$ cat src/rtl/pipeline_ctrl_pkg.sv
// Shared types and defaults for the pipeline sequencing controller.
package pipeline_ctrl_pkg;

   // Controller states: normal flow, dcache wait, halt drain, halted
   typedef enum logic [1:0] {
      RUN      = 2'd0,
      MEM_WAIT = 2'd1,
      DRAIN    = 2'd2,
      HALTED   = 2'd3
   } pctrl_state_t;

   localparam int CNT_W_DEFAULT     = 32;
   localparam int DRAIN_ADV_DEFAULT = 3;

   // Bits needed to hold the values 0..max_val
   function automatic int ctr_width(input int max_val);
      return (max_val < 2) ? 1 : $clog2(max_val + 1);
   endfunction

endpackage

$ cat src/rtl/pipeline_ctrl_if.sv
// Handshake bundle between the pipeline controller and its environment.
interface pipeline_ctrl_if
   import pipeline_ctrl_pkg::*;
   #(parameter int CNT_W = CNT_W_DEFAULT);

   logic             ihit;
   logic             dhit;
   logic             mem_req;
   logic             hazard;
   logic             branch;
   logic             jump;
   logic             halt_id;
   logic             pc_en;
   logic             en_ifid;
   logic             flush_ifid;
   logic             en_idex;
   logic             flush_idex;
   logic             en_exmem;
   logic             en_memwb;
   logic             halt;
   logic [CNT_W-1:0] stall_cnt;
   logic [CNT_W-1:0] flush_cnt;

   modport ctrl (
      input  ihit, dhit, mem_req, hazard, branch, jump, halt_id,
      output pc_en, en_ifid, flush_ifid, en_idex, flush_idex, en_exmem, en_memwb,
             halt, stall_cnt, flush_cnt
   );

   modport tb (
      output ihit, dhit, mem_req, hazard, branch, jump, halt_id,
      input  pc_en, en_ifid, flush_ifid, en_idex, flush_idex, en_exmem, en_memwb,
             halt, stall_cnt, flush_cnt
   );

endinterface

$ cat src/rtl/pipeline_ctrl_sat_counter.sv
// Saturating up-counter used for the stall and flush performance counters.
module sat_counter #(
   parameter int CNT_W = 32
) (
   input  logic             CLK,
   input  logic             nRST,
   input  logic             inc,
   output logic [CNT_W-1:0] value
);

   localparam logic [CNT_W-1:0] CNT_MAX  = {CNT_W{1'b1}};
   localparam logic [CNT_W-1:0] CNT_ONE  = CNT_W'(1);
   localparam logic [CNT_W-1:0] CNT_ZERO = {CNT_W{1'b0}};

   // Count requested events, sticking at all-ones instead of wrapping
   always_ff @(posedge CLK or negedge nRST) begin
      if (!nRST) begin
         value <= CNT_ZERO;
      end else if (inc && (value != CNT_MAX)) begin
         value <= value + CNT_ONE;
      end else begin
         value <= value;
      end
   end

endmodule

$ cat src/rtl/pipeline_ctrl.sv
// Sequences the 5-stage pipeline latches from hazard decisions and cache hits,
// drains the pipeline on HALT, and keeps stall/flush performance counters.
module pipeline_ctrl
   import pipeline_ctrl_pkg::*;
#(
   parameter int CNT_W     = CNT_W_DEFAULT,
   parameter int DRAIN_ADV = DRAIN_ADV_DEFAULT
) (
   input  logic         CLK,
   input  logic         nRST,
   pipeline_ctrl_if.ctrl pif
);

   localparam int             DCW        = ctr_width(DRAIN_ADV);
   localparam logic [DCW-1:0] DRAIN_LAST = DCW'(DRAIN_ADV);
   localparam logic [DCW-1:0] DRAIN_ONE  = DCW'(1);

   pctrl_state_t   state_r, next_state_s;
   logic           ret_drain_r, ret_drain_next_s;
   logic [DCW-1:0] drain_ctr_r, drain_ctr_next_s;
   logic           run_s, drain_ctx_s, advance_s;
   logic           stall_inc_s, flush_inc_s;
   logic           pc_en_s, en_ifid_s, flush_ifid_s, en_idex_s, flush_idex_s;
   logic           en_exmem_s, en_memwb_s, halt_s;

   assign run_s       = (state_r == RUN);
   // A dcache wait entered from DRAIN still belongs to the drain sequence
   assign drain_ctx_s = (state_r == DRAIN) || ((state_r == MEM_WAIT) && ret_drain_r);

   // Latch controls and next state from the per-cycle priority rules
   always_comb begin
      next_state_s     = state_r;
      ret_drain_next_s = ret_drain_r;
      drain_ctr_next_s = drain_ctr_r;
      advance_s        = 1'b0;
      flush_inc_s      = 1'b0;
      pc_en_s          = 1'b0;
      en_ifid_s        = 1'b0;
      flush_ifid_s     = 1'b0;
      en_idex_s        = 1'b0;
      flush_idex_s     = 1'b0;
      en_exmem_s       = 1'b0;
      en_memwb_s       = 1'b0;
      halt_s           = 1'b0;
      if (!nRST) begin
         next_state_s = RUN;
      end else begin
         case (state_r)
            RUN, DRAIN: begin
               // In DRAIN the PC is held and IF/ID keeps loading bubbles
               if (pif.mem_req && !pif.dhit) begin
                  flush_ifid_s     = !run_s;
                  next_state_s     = MEM_WAIT;
                  ret_drain_next_s = !run_s;
               end else if (pif.mem_req && pif.dhit) begin
                  en_idex_s    = 1'b1;
                  en_exmem_s   = 1'b1;
                  en_memwb_s   = 1'b1;
                  flush_ifid_s = 1'b1;
                  advance_s    = 1'b1;
               end else if (!pif.ihit || (pif.hazard && run_s)) begin
                  en_exmem_s   = 1'b1;
                  en_memwb_s   = 1'b1;
                  flush_idex_s = 1'b1;
                  flush_ifid_s = !run_s;
                  advance_s    = 1'b1;
               end else if ((pif.branch || pif.jump) && run_s) begin
                  pc_en_s      = 1'b1;
                  en_ifid_s    = 1'b1;
                  en_idex_s    = 1'b1;
                  en_exmem_s   = 1'b1;
                  en_memwb_s   = 1'b1;
                  flush_ifid_s = 1'b1;
                  flush_inc_s  = 1'b1;
               end else if (pif.halt_id && run_s) begin
                  en_ifid_s        = 1'b1;
                  en_idex_s        = 1'b1;
                  en_exmem_s       = 1'b1;
                  en_memwb_s       = 1'b1;
                  flush_ifid_s     = 1'b1;
                  next_state_s     = DRAIN;
                  drain_ctr_next_s = DRAIN_ONE;
               end else begin
                  pc_en_s      = run_s;
                  en_ifid_s    = 1'b1;
                  en_idex_s    = 1'b1;
                  en_exmem_s   = 1'b1;
                  en_memwb_s   = 1'b1;
                  flush_ifid_s = !run_s;
                  advance_s    = 1'b1;
               end
            end
            MEM_WAIT: begin
               if (pif.dhit) begin
                  en_idex_s    = 1'b1;
                  en_exmem_s   = 1'b1;
                  en_memwb_s   = 1'b1;
                  flush_ifid_s = 1'b1;
                  advance_s    = 1'b1;
                  next_state_s = ret_drain_r ? DRAIN : RUN;
               end else begin
                  next_state_s = MEM_WAIT;
               end
            end
            HALTED: begin
               halt_s = 1'b1;
            end
            default: begin
               next_state_s = RUN;
            end
         endcase
         // Count advancing drain cycles; the last one lands the halt in MEM/WB
         if (advance_s && drain_ctx_s && (drain_ctr_r == DRAIN_LAST)) begin
            next_state_s = HALTED;
         end else if (advance_s && drain_ctx_s) begin
            drain_ctr_next_s = drain_ctr_r + DRAIN_ONE;
         end else begin
            drain_ctr_next_s = drain_ctr_next_s;
         end
      end
   end

   // State, drain return flag and drain progress registers
   always_ff @(posedge CLK or negedge nRST) begin
      if (!nRST) begin
         state_r     <= RUN;
         ret_drain_r <= 1'b0;
         drain_ctr_r <= {DCW{1'b0}};
      end else begin
         state_r     <= next_state_s;
         ret_drain_r <= ret_drain_next_s;
         drain_ctr_r <= drain_ctr_next_s;
      end
   end

   assign stall_inc_s = nRST && !pc_en_s && (state_r != HALTED) && (state_r != DRAIN);

   assign pif.pc_en      = pc_en_s;
   assign pif.en_ifid    = en_ifid_s;
   assign pif.flush_ifid = flush_ifid_s;
   assign pif.en_idex    = en_idex_s;
   assign pif.flush_idex = flush_idex_s;
   assign pif.en_exmem   = en_exmem_s;
   assign pif.en_memwb   = en_memwb_s;
   assign pif.halt       = halt_s;

   sat_counter #(.CNT_W(CNT_W)) u_stall_cnt (
      .CLK   (CLK),
      .nRST  (nRST),
      .inc   (stall_inc_s),
      .value (pif.stall_cnt)
   );

   sat_counter #(.CNT_W(CNT_W)) u_flush_cnt (
      .CLK   (CLK),
      .nRST  (nRST),
      .inc   (flush_inc_s),
      .value (pif.flush_cnt)
   );

endmodule
$ cat src/flat_wrapper.sv
// flat-port wrapper written by rule: the top's interface ports become plain ports
module pipeline_ctrl_flat import pipeline_ctrl_pkg::*;
#(
   parameter int CNT_W     = CNT_W_DEFAULT,
   parameter int DRAIN_ADV = DRAIN_ADV_DEFAULT
)
  (CLK, nRST, pif_ihit, pif_dhit, pif_mem_req, pif_hazard, pif_branch, pif_jump, pif_halt_id, pif_pc_en, pif_en_ifid, pif_flush_ifid, pif_en_idex, pif_flush_idex, pif_en_exmem, pif_en_memwb, pif_halt, pif_stall_cnt, pif_flush_cnt);
  pipeline_ctrl_if #(.CNT_W(CNT_W)) pif_i ();
  input  logic CLK;
  input  logic nRST;
  input wire logic [$bits(pif_i.ihit)-1:0] pif_ihit;
  input wire logic [$bits(pif_i.dhit)-1:0] pif_dhit;
  input wire logic [$bits(pif_i.mem_req)-1:0] pif_mem_req;
  input wire logic [$bits(pif_i.hazard)-1:0] pif_hazard;
  input wire logic [$bits(pif_i.branch)-1:0] pif_branch;
  input wire logic [$bits(pif_i.jump)-1:0] pif_jump;
  input wire logic [$bits(pif_i.halt_id)-1:0] pif_halt_id;
  output wire logic [$bits(pif_i.pc_en)-1:0] pif_pc_en;
  output wire logic [$bits(pif_i.en_ifid)-1:0] pif_en_ifid;
  output wire logic [$bits(pif_i.flush_ifid)-1:0] pif_flush_ifid;
  output wire logic [$bits(pif_i.en_idex)-1:0] pif_en_idex;
  output wire logic [$bits(pif_i.flush_idex)-1:0] pif_flush_idex;
  output wire logic [$bits(pif_i.en_exmem)-1:0] pif_en_exmem;
  output wire logic [$bits(pif_i.en_memwb)-1:0] pif_en_memwb;
  output wire logic [$bits(pif_i.halt)-1:0] pif_halt;
  output wire logic [$bits(pif_i.stall_cnt)-1:0] pif_stall_cnt;
  output wire logic [$bits(pif_i.flush_cnt)-1:0] pif_flush_cnt;
  assign pif_i.ihit = pif_ihit;
  assign pif_i.dhit = pif_dhit;
  assign pif_i.mem_req = pif_mem_req;
  assign pif_i.hazard = pif_hazard;
  assign pif_i.branch = pif_branch;
  assign pif_i.jump = pif_jump;
  assign pif_i.halt_id = pif_halt_id;
  assign pif_pc_en = pif_i.pc_en;
  assign pif_en_ifid = pif_i.en_ifid;
  assign pif_flush_ifid = pif_i.flush_ifid;
  assign pif_en_idex = pif_i.en_idex;
  assign pif_flush_idex = pif_i.flush_idex;
  assign pif_en_exmem = pif_i.en_exmem;
  assign pif_en_memwb = pif_i.en_memwb;
  assign pif_halt = pif_i.halt;
  assign pif_stall_cnt = pif_i.stall_cnt;
  assign pif_flush_cnt = pif_i.flush_cnt;
  pipeline_ctrl #(.CNT_W(CNT_W), .DRAIN_ADV(DRAIN_ADV)) u_core (.CLK(CLK), .nRST(nRST), .pif(pif_i));
endmodule
$ cat config.mk
export PLATFORM = sky130hd
export DESIGN_NAME = pipeline_ctrl_flat
export DESIGN_NICKNAME = d
export VERILOG_FILES = /design/src/rtl/pipeline_ctrl_pkg.sv /design/src/rtl/pipeline_ctrl_if.sv /design/src/rtl/pipeline_ctrl_sat_counter.sv /design/src/rtl/pipeline_ctrl.sv /design/src/flat_wrapper.sv
export SDC_FILE = /design/constraint.sdc
export NUM_CORES = 1
export LEC_CHECK = 0
export CAP_MARGIN = 20
export CORE_ASPECT_RATIO = 1.75
export CORE_MARGIN = 5
export CORE_UTILIZATION = 51
export CTS_CLUSTER_SIZE = 28
export DETAILED_ROUTE_END_ITERATION = 8
export HOLD_SLACK_MARGIN = 0.15
export PLACE_DENSITY = 0.81
export SYNTH_ARGS = -nofsm -noshare
export SYNTH_HDL_FRONTEND = slang
export SYNTH_SLANG_ARGS = --single-unit
$ cat constraint.sdc
create_clock -name CLK -period 2 [get_ports CLK]
set_input_delay 0.2 -clock CLK [delete_from_list [all_inputs] [get_ports CLK]]
set_output_delay 0.2 -clock CLK [all_outputs]
set_load 0.02 [all_outputs]
## Yosys cells after proc, flatten, opt, wreduce, memory -nomap -nowiden

Cells that the tools add are included.

| word-level totals | value |
|---|---|
| register bits after elaboration | 69 |
| word-level logic and storage cells | 110 |
| output and inout port bits | 72 |
| bits of input ports | 9 |

| cells by class | value |
|---|---|
| add/subtract/negate cells | 3 |
| muxes and demuxes | 65 |
| reduce and logical (&&, ||, !) cells | 24 |
| eq/ne operators | 13 |

Operator list:

| cell | number |
|---|---|
| adder 32 x 1 -> 32 bit (second input constant) | 2 |
| inequality test 32 bit (second input constant) | 2 |
| two-way mux 1 bit | 43 |
| two-way mux 2 bit | 17 |
| inequality test 5 x 4 -> 1 bit (second input constant) | 3 |
| logical AND 1 bit | 13 |
| case mux 1 bit (2 select lines) | 4 |
| equality test 2 bit (second input constant) | 3 |
| inequality test 5 x 2 -> 1 bit (second input constant) | 1 |
| AND reduction 5 bit | 1 |
| logical NOT 1 bit | 4 |
| inequality test 2 bit (second input constant) | 2 |
| inequality test 4 x 1 -> 1 bit (second input constant) | 1 |
| case mux 2 bit (2 select lines) | 1 |
| logical OR 1 bit | 3 |
| AND reduction 3 bit | 1 |
| adder 2 x 1 -> 2 bit (second input constant) | 1 |
| equality test 2 x 1 -> 1 bit (second input constant) | 1 |
| logical NOT 2 bit | 1 |
| OR reduction 2 bit | 1 |

## Logic depth before layout (Yosys ltp)

Gate-level depths: netlist (run 1).

| logic depth | value |
|---|---|
| word-level depth | 14 |
| gate-level depth with buffers | 8 |
| mapped depth without buffers | 6 |

## By module

From an unflattened synthesis (run 1), not the netlist that was laid out.

| unflattened totals | value |
|---|---|
| cell total of the unflattened synthesis | 358 |
| area total of the unflattened synthesis | 3766.1 sq um |

Modules (own cells, without submodules):

| module | instances | area each (sq um) | cells each | seq. area each (sq um) |
|---|---|---|---|---|
| sat_counter at u_core.u_stall_cnt | 1 | 1686.6 | 154 | 800.8 |
| sat_counter at u_core.u_flush_cnt | 1 | 1592.8 | 144 | 800.8 |
| pipeline_ctrl | 1 | 486.7 | 60 | 125.1 |

## Least setup slack after synthesis (run 1)

OpenSTA, ideal clock, no wires.

| timing | value |
|---|---|
| path type | reg-to-reg |
| from | register u_core.u_stall_cnt.value[0] |
| to | register u_core.u_stall_cnt.value[1] |
| data required time | 1.875 ns |
| arrival time | 1.867 ns |
| setup slack | 0.009 ns |
| path buffers | 0 |
| stages on the path, launching flop included | 7 |
| period minus slack after synthesis | 1.991 ns |
| library setup time | 0.125 ns |
| path through | dfrtp_1 ha_1 nand2_1 nor4_1 nand4_2 nand2_1 mux2_2 |

| on the way | value |
|---|---|
| cells in the longest elaborated chain, start to end | 2 |
| elaborated cells between the ends (all ways) | 3 |
| classes of those cells | add/sub (1); eq/ne (1); reduce/logical (1) |

RTL lines:

| element | line | text |
|---|---|---|
| from (decl) | pipeline_ctrl_sat_counter.sv:8 | `output logic [CNT_W-1:0] value` |
| from (signal assigned) | pipeline_ctrl_sat_counter.sv:20 | `value <= value + CNT_ONE;` |
| from (signal assigned) | pipeline_ctrl_sat_counter.sv:22 | `value <= value;` |
| parallel branches: the longest is 2 deep, another holds adder 32 x 1 -> 32 bit | -- |  |

Parallel ways; which one is timed is not known.
A chain may end at the register's enable or synchronous reset.

## Worst setup path after layout (run 1)

| timing | value |
|---|---|
| from | register u_core.state_r[1] |
| to | output pif_halt |

| on the way | value |
|---|---|
| cells in the longest elaborated chain, start to end | 3 |

RTL lines:

| element | line | text |
|---|---|---|
| from (decl) | pipeline_ctrl.sv:18 | `pctrl_state_t state_r, next_state_s;` |
| from (signal assigned) | pipeline_ctrl.sv:130 | `state_r <= next_state_s;` |
| equality test 2 bit | pipeline_ctrl.sv:48 | `case (state_r)` |
| two-way mux 1 bit | pipeline_ctrl.sv:48 |  |
| two-way mux 1 bit | pipeline_ctrl.sv:45 | `if (!nRST) begin` |
| to (decl) | flat_wrapper.sv:25 | `output wire logic [$bits(pif_i.halt)-1:0] pif_halt;` |

Every way passes these cells.

==> results of run 1 <==
metal layers:
layer / vias to the layer above / GRT usage [%]
li1: 1530 / -
met3: 36 / 4.34
met2: 136 / 41.2
met4: 0 / 13.7
met1: 1639 / 27.0
met5: - / 0
stage by stage:
stage	hold WS [ns]	area (um2)	util [%]
floorplan	-0.0956	3700	-
global placement	0.336	4890	68.6
detailed placement	0.352	4890	68.6
CTS	0.293	5170	72.6
global route	0.341	5210	73.0
finish	0.320	5210	73.0
report_power, final:
| group | total (mW) | switching, mW | internal, mW |
|---|---|---|---|
| sequential | 1.65 | 0.128 | 1.52 |
| combinational | 0.924 | 0.471 | 0.453 |
| clock | 1.49 | 0.557 | 0.932 |
cells in the mapped netlist, types with 2 or more instances:
| master | n | area, um2 |
|---|---|---|
| o21a_1 | 2 | 15.0 |
| a21oi_1 | 7 | 35.0 |
| nor2b_1 | 4 | 25.0 |
| xor2_1 | 24 | 210 |
| nor3_1 | 9 | 45.0 |
| a31oi_2 | 2 | 25.0 |
| nand4_1 | 25 | 156 |
| xnor2_1 | 34 | 298 |
| and2_1 | 2 | 12.5 |
| nor3b_1 | 5 | 37.5 |
| nand3_1 | 32 | 160 |
| nor4_1 | 3 | 18.8 |
| dfrtp_1 | 69 | 1730 |
| nor3_4 | 2 | 32.5 |
| buf_2 | 5 | 25.0 |
| and3_1 | 13 | 81.3 |
| buf_4 | 4 | 30.0 |
| nor2_1 | 23 | 86.3 |
| inv_1 | 4 | 15.0 |
| and4_1 | 13 | 114 |
| a21boi_0 | 2 | 15.0 |
| nand4_2 | 2 | 25.0 |
| buf_6 | 2 | 22.5 |
| o31ai_1 | 2 | 15.0 |
| ha_1 | 3 | 37.5 |
| clkbuf_1 | 3 | 11.3 |
| mux2_2 | 4 | 45.0 |
| nand2_1 | 23 | 86.3 |
| nand2b_1 | 4 | 25.0 |
sequential cells by signal (all words and copies together) (netlist names):
signal	flops
u_core.state_r	2
u_core.drain_ctr_r	2
u_core.u_flush_cnt.value	32
u_core.ret_drain_r	1
u_core.u_stall_cnt.value	32
layout by cell type, fill, tap and decap left out, types with 3 or more instances in the layout:
cell type	n
mux2_2	4
and3_1	13
inv_1	4
dlygate4sd2_1	3
nor2_1	23
dfrtp_1	69
clkbuf_16	9
nor3b_1	4
nand3_1	32
nand2_1	23
and4_1	13
xnor2_1	34
nand2b_1	4
clkbuf_8	3
clkbuf_2	3
nor2b_1	4
xor2_1	24
nor3_1	9
ha_1	3
clkdlybuf4s50_1	72
nand4_1	25
a21oi_1	7
buf_4	50
final cells by class:
cell class | instances | area, um2 | share of cell area (%)
clock buffer | 14 | 274 | 5.26
inverter | 4 | 15.0 | 0.288
multi-input combinational | 265 | 1910 | 36.8
timing repair buffer | 131 | 1160 | 22.4
sequential | 69 | 1730 | 33.2
clock inverter | 1 | 5.00 | 0.0961
tap | 86 | 108 | 2.07
kinds of logic after synthesis:
kind of cell | count (synthesis) | share of synthesized area [%]
buffers and inverters | 18 | 2.81
xor gates and xnor gates | 58 | 13.7
DFF | 69 | 46.7
adders and majority gates | 3 | 1.01
muxes | 6 | 1.89
and+or+nand+nor | 171 | 28.0
AOI/OAI and AO/OA | 27 | 5.88
worst min path at each step:
stage / from / slack (ns) / cells after the start / end
finish: nRST / 0.32 / 3 / u_core.state_r[1]
detailed placement: nRST / 0.35 / 2 / u_core.drain_ctr_r[1]
floorplan: nRST / -0.1 / 0 / u_core.drain_ctr_r[0]
global placement: nRST / 0.34 / 2 / u_core.u_flush_cnt.value[26]
CTS: nRST / 0.29 / 3 / u_core.state_r[1]
global route: nRST / 0.34 / 3 / u_core.state_r[1]
what timing repair did:
item | 4_1_cts | 5_1_grt
hold buffers | 1 | 0
hold endpoints to repair | 69 | 0
resized for setup | 10 | 16
endpoints found under the setup margin | 7 | 41
pin swaps | 0 | 2
setup buffers | 0 | 0
worst max-delay path, delay by kind of cell (launching register included):
family | cells | cell delay, ns
AND/OR/NAND/NOR | 1 | 0.14
buffers and inverters | 3 | 0.84
flip-flops | 1 | 0.40
==> flow_metrics.env, run 1 <==
export IMPL_setup_tns_ns=0
export IMPL_ys_seq_area_share_pct=46.7
export IMPL_synthesis_nets=364
export IMPL_syn_cell_area_um2=3700
export IMPL_cp_cell_sequence="buf_4, nand3_1, inv_1, clkdlybuf4s50_1"
export IMPL_finalWorstSetupSlack_ns=0.0909
export IMPL_htree_levels=3
export IMPL_drt_iter0_drc=213
export IMPL_rrSetupSlack_ns=0.09
export IMPL_worstPathArrival_ns=1.71
export IMPL_root_buffer="clkbuf_16"
export IMPL_synth_edf_count=0
export IMPL_worst_pin_slew_ns=0.595
export IMPL_p_leak_nw=2.37
export IMPL_fin_skew_ns=0.00345
export IMPL_first_pass_iters=4
export IMPL_die_x_um=74.4
export IMPL_synthArstFlopShare_pct=100
export IMPL_r2r_worst_path_cells=8
export IMPL_rows=41
export IMPL_r2r_start="u_core.state_r[1]"
export IMPL_pre_cts_slack_ns=-0.246
export IMPL_wirelength_um=10200
export IMPL_coreArea_um2=7130
export IMPL_syn_to_final_growth_pct=40.7
export IMPL_dr_wl_met3_um=520
export IMPL_n_antenna_cell=0
export IMPL_synth_cell_types=54
export IMPL_synthCells=352
export IMPL_ys_seq_elements=69
export IMPL_grt_pass1_wl_um=16800
export IMPL_drv_cap=0
export IMPL_crit_path_end="pif_halt"
export IMPL_grt_pass1_vias=3512
export IMPL_setup_viol_count_final=0
export IMPL_hp_class="in2reg"
export IMPL_clk_pin_slew_ns=0.05
export IMPL_cts_num_sinks=69
export IMPL_clk_path_buf_depth=2
export IMPL_slowest_stage="clkdlybuf4s50_1"
export IMPL_powerDensity_nw_per_um2=780
export IMPL_finalHoldViolations=0
export IMPL_r2r_end="u_core.u_stall_cnt.value[21]"
export IMPL_final_instance_count_excl_fill=570
export IMPL_path_class="reg2out"
export IMPL_drive_gt1_share_pct=19.0
export IMPL_slew_headroom_pct=60.3
export IMPL_nNetsFinal=492
export IMPL_antenna_found_initial=0
export IMPL_io_buffers=80
export IMPL_viasPerCell=5.86
export IMPL_num_vias=3341
export IMPL_ant_nets=0
export IMPL_m1WireLength_um=3680
export IMPL_numCtsBuffers=9
export IMPL_slew_violations=0
export IMPL_clk_latency_ns=0.34
export IMPL_grt_overflow=0
export IMPL_wl_per_cell_um=17.9
export IMPL_period_share_pct=95.5
export IMPL_synthFlopType="dfrtp_1"
export IMPL_ir_drop_uv=534
export IMPL_start_util_pct=51.9
export IMPL_top_layer_used="met4"
export IMPL_period_minus_slack_ns=1.91
export IMPL_crit_fanout=5
export IMPL_drc=0
export IMPL_max_stage_delay_ns=0.60
export IMPL_power_total_mw=4.06
export IMPL_outcome="finished clean"
export IMPL_grt_usage_pct=24.0
export IMPL_start_kind="flop"
export IMPL_ys_warn_count=0
export IMPL_syn_avg_cell_area_um2=10.5
export IMPL_fp_dieH_um=123
export IMPL_ios=81
export IMPL_dr_wl_met2_um=5520
export IMPL_grt_max_degree=47
export IMPL_place_gp_congestion=0.845
export IMPL_hpwlAfterDp_um=7470
export IMPL_dp_cells=554
export IMPL_fill_cells=540
export IMPL_worst_setup_path_end_kind="output pin"
export IMPL_fmax_mhz=524
export IMPL_critPathRequiredTime_ns=1.80
export IMPL_crit_path_start="u_core.state_r[1]"
export IMPL_tritoncts="yes"
export IMPL_dieArea_um2=9130
(Power assumes the default switching activity.)
==> run 2: changes to the inputs <==
--- a/config.mk
+++ b/config.mk
@@ -8,5 +8,7 @@
 export CAP_MARGIN = 20
+export CELL_PAD_IN_SITES_DETAIL_PLACEMENT = 1
+export CELL_PAD_IN_SITES_GLOBAL_PLACEMENT = 2
 export CORE_ASPECT_RATIO = 1.75
 export CORE_MARGIN = 5
-export CORE_UTILIZATION = 51
+export CORE_UTILIZATION = 32
 export CTS_CLUSTER_SIZE = 28
--- a/constraint.sdc
+++ b/constraint.sdc
@@ -3,2 +3,2 @@
 set_output_delay 0.2 -clock CLK [all_outputs]
-set_load 0.02 [all_outputs]
+set_load 0.05 [all_outputs]
==> run 2 against run 1 <==
  * Core utilization decreased by 25 points
  * Sequential share of layout area decreased by 1.1 points
  * Combinational power increased by 31%
  * Clock skew increased by 0.0042 ns
  * Power increased by 18%
  * Register-to-register slack got worse by 0.02 ns
  * Critical path depth increased by 4
  * Routed wire length increased by 12%
  * Hold slack improved by 0.16 ns
  * First-iteration DRC count decreased by 55%
  * Sequential cell count unchanged
  * Clock power increased by 28%
  * Critical path type is now reg2reg
  * Critical endpoint is now u_core.u_flush_cnt.value[28]
==> flow_metrics.env, run 2 (synthesis gave the netlist of run 1 again) <==
export IMPL_coreArea_um2=11500
export IMPL_grt_overflow=0
export IMPL_rsz0062_at_grt="true"
export IMPL_period_share_pct=96.6
export IMPL_final_cell_area_um2=5550
export IMPL_ant_nets=0
export IMPL_final_cell_mix="71 x clkdlybuf4s50_1, 54 x buf_4, 41 x dfrtp_2"
export IMPL_final_common_cell="clkdlybuf4s50_1"
export IMPL_fin_skew_ns=0.00768
export IMPL_grt_max_degree=53
export IMPL_r2r_end="u_core.u_flush_cnt.value[28]"
export IMPL_max_stage_delay_ns=0.37
export IMPL_tritoncts="yes"
export IMPL_wl_per_cell_um=18.1
export IMPL_drc=0
export IMPL_start_util_pct=32.3
export IMPL_grt_usage_pct=16.6
export IMPL_p_int_mw=3.32
export IMPL_clk_latency_ns=0.34
export IMPL_path_delay_family="simple AND/OR/NAND/NOR gates"
export IMPL_clk_path_buf_depth=2
export IMPL_place_area_um2=5100
export IMPL_clk_pin_slew_ns=0.05
export IMPL_hp_class="reg2reg"
export IMPL_p_leak_nw=2.39
export IMPL_path_depth=8
export IMPL_slew_violations=0
export IMPL_power_frac_seq_pct=35.0
export IMPL_root_buffer="clkbuf_16"
export IMPL_rrSetupSlack_ns=0.07
export IMPL_start_kind="flop"
export IMPL_drt_iter0_drc=95
export IMPL_dieArea_um2=13900
export IMPL_fp_dieH_um=152
export IMPL_die_x_um=91.3
export IMPL_fmax_mhz=517
export IMPL_crit_path_end="u_core.u_flush_cnt.value[28]"
export IMPL_antenna_found_initial=0
export IMPL_hpwlAfterDp_um=8560
export IMPL_io_buffers=80
export IMPL_grt_pass1_vias=3667
export IMPL_reg_top3="u_core.u_flush_cnt.value (32), u_core.u_stall_cnt.value (32)"
export IMPL_outcome="finished clean"
export IMPL_slowest_stage="dfrtp_2"
export IMPL_critPathRequiredTime_ns=2.21
export IMPL_worst_pin_slew_ns=0.521
export IMPL_setup_viol_count_final=0
export IMPL_clkPwrFrac_pct=39.8
export IMPL_drive_gt1_share_pct=30.7
export IMPL_cts_num_sinks=69
export IMPL_viasPerCell=5.24
export IMPL_final_core_util_pct=48.5
export IMPL_cp_num_buf_inv=2
export IMPL_place_gp_congestion=0.843
export IMPL_dp_cells=603
export IMPL_grt_pass1_wl_um=18700
export IMPL_worst_setup_path_end_kind="flop"
export IMPL_ios=81
export IMPL_rows=52
export IMPL_r2r_worst_path_cells=8
export IMPL_n_antenna_cell=0
export IMPL_crit_fanout=3
export IMPL_crit_path_start="u_core.u_flush_cnt.value[1]"
export IMPL_swShare_pct=30.7
export IMPL_area_sequential_um2=1780
export IMPL_nNetsFinal=499
export IMPL_switchingPower_mw=1.47
export IMPL_wirelength_um=11400
export IMPL_finalHoldViolations=0
export IMPL_power_total_mw=4.79
export IMPL_combPwrFrac_pct=25.2
export IMPL_htree_levels=3
export IMPL_slew_headroom_pct=65.1
export IMPL_worstPathArrival_ns=2.14
export IMPL_first_pass_iters=4
export IMPL_multi_input_area_um2=1910
export IMPL_final_instance_count_excl_fill=627
export IMPL_numCtsBuffers=9
export IMPL_finalWorstSetupSlack_ns=0.0672
export IMPL_num_vias=3286
export IMPL_period_minus_slack_ns=1.93
export IMPL_path_class="reg2reg"
export IMPL_drv_cap=0
export IMPL_fill_cells=1255
export IMPL_cp_cell_sequence="ha_2, and3_4, nand4_1, buf_4, nor4_4, buf_4, nand4_1, xnor2_1"
export IMPL_r2r_start="u_core.u_flush_cnt.value[1]"
export IMPL_powerDensity_nw_per_um2=863
export IMPL_syn_to_final_growth_pct=50.0
export IMPL_pre_cts_slack_ns=-0.222
export IMPL_ir_drop_uv=548
## run 2: worst min-delay path by stage
stage | startpoint | endpoint | cells after the start
after floorplan | nRST | u_core.drain_ctr_r[0] | 0
after global placement | nRST | u_core.state_r[0] | 2
after detailed placement | nRST | u_core.u_stall_cnt.value[27] | 2
after CTS | u_core.u_flush_cnt.value[19] | u_core.u_flush_cnt.value[19] | 1
after global routing | u_core.u_stall_cnt.value[12] | u_core.u_stall_cnt.value[12] | 1
final | u_core.u_stall_cnt.value[12] | u_core.u_stall_cnt.value[12] | 1
## run 2: per-layer routing
layer | vias up | part of all wire (%) | global-route usage [%]
met3 | 17 | 4.8 | 4.15
met5 | - | 0 | 0
li1 | 1541 | - | -
met4 | 0 | 1.9 | 5.45
met2 | 82 | 55 | 31.1
met1 | 1646 | 39 | 17.7
## run 2: layout make-up
cell class	instances	area share, %
inverter	4	0.271
multi-input combinational	265	34.4
clock buffer	11	4.55
clock inverter	5	1.92
timing repair buffer	138	23.8
tap	135	3.04
sequential	69	32.0
## run 2: through the flow
step,setup TNS (ns),hold slack [ns]
floorplan,-0.278,-0.0956
global placement,-3.04,0.264
detailed placement,-4.91,0.261
CTS,0,0.480
global route,-0.0428,0.492
finish,0,0.476
## run 2: timing repair
| item | in CTS | in global routing |
|---|---|---|
| hold buffers | 3 | 0 |
| resized for setup | 3 | 6 |
| gates cloned | 0 | 0 |
| buffers inserted | 0 | 5 |
| pin swaps | 1 | 3 |
| endpoints found under the hold margin | 69 | 0 |
| setup endpoints to repair | 9 | 25 |
## run 2: power groups by stage
stage	registers (mW)	clock network, mW	logic [mW]
2_1_floorplan	1.97	0	0.396
4_1_cts	1.68	1.96	1.19
3_5_place_dp	1.70	0	1.17
6_report	1.67	1.91	1.21
5_1_grt	1.69	2.02	1.29
3_3_place_gp	1.69	0	1.14
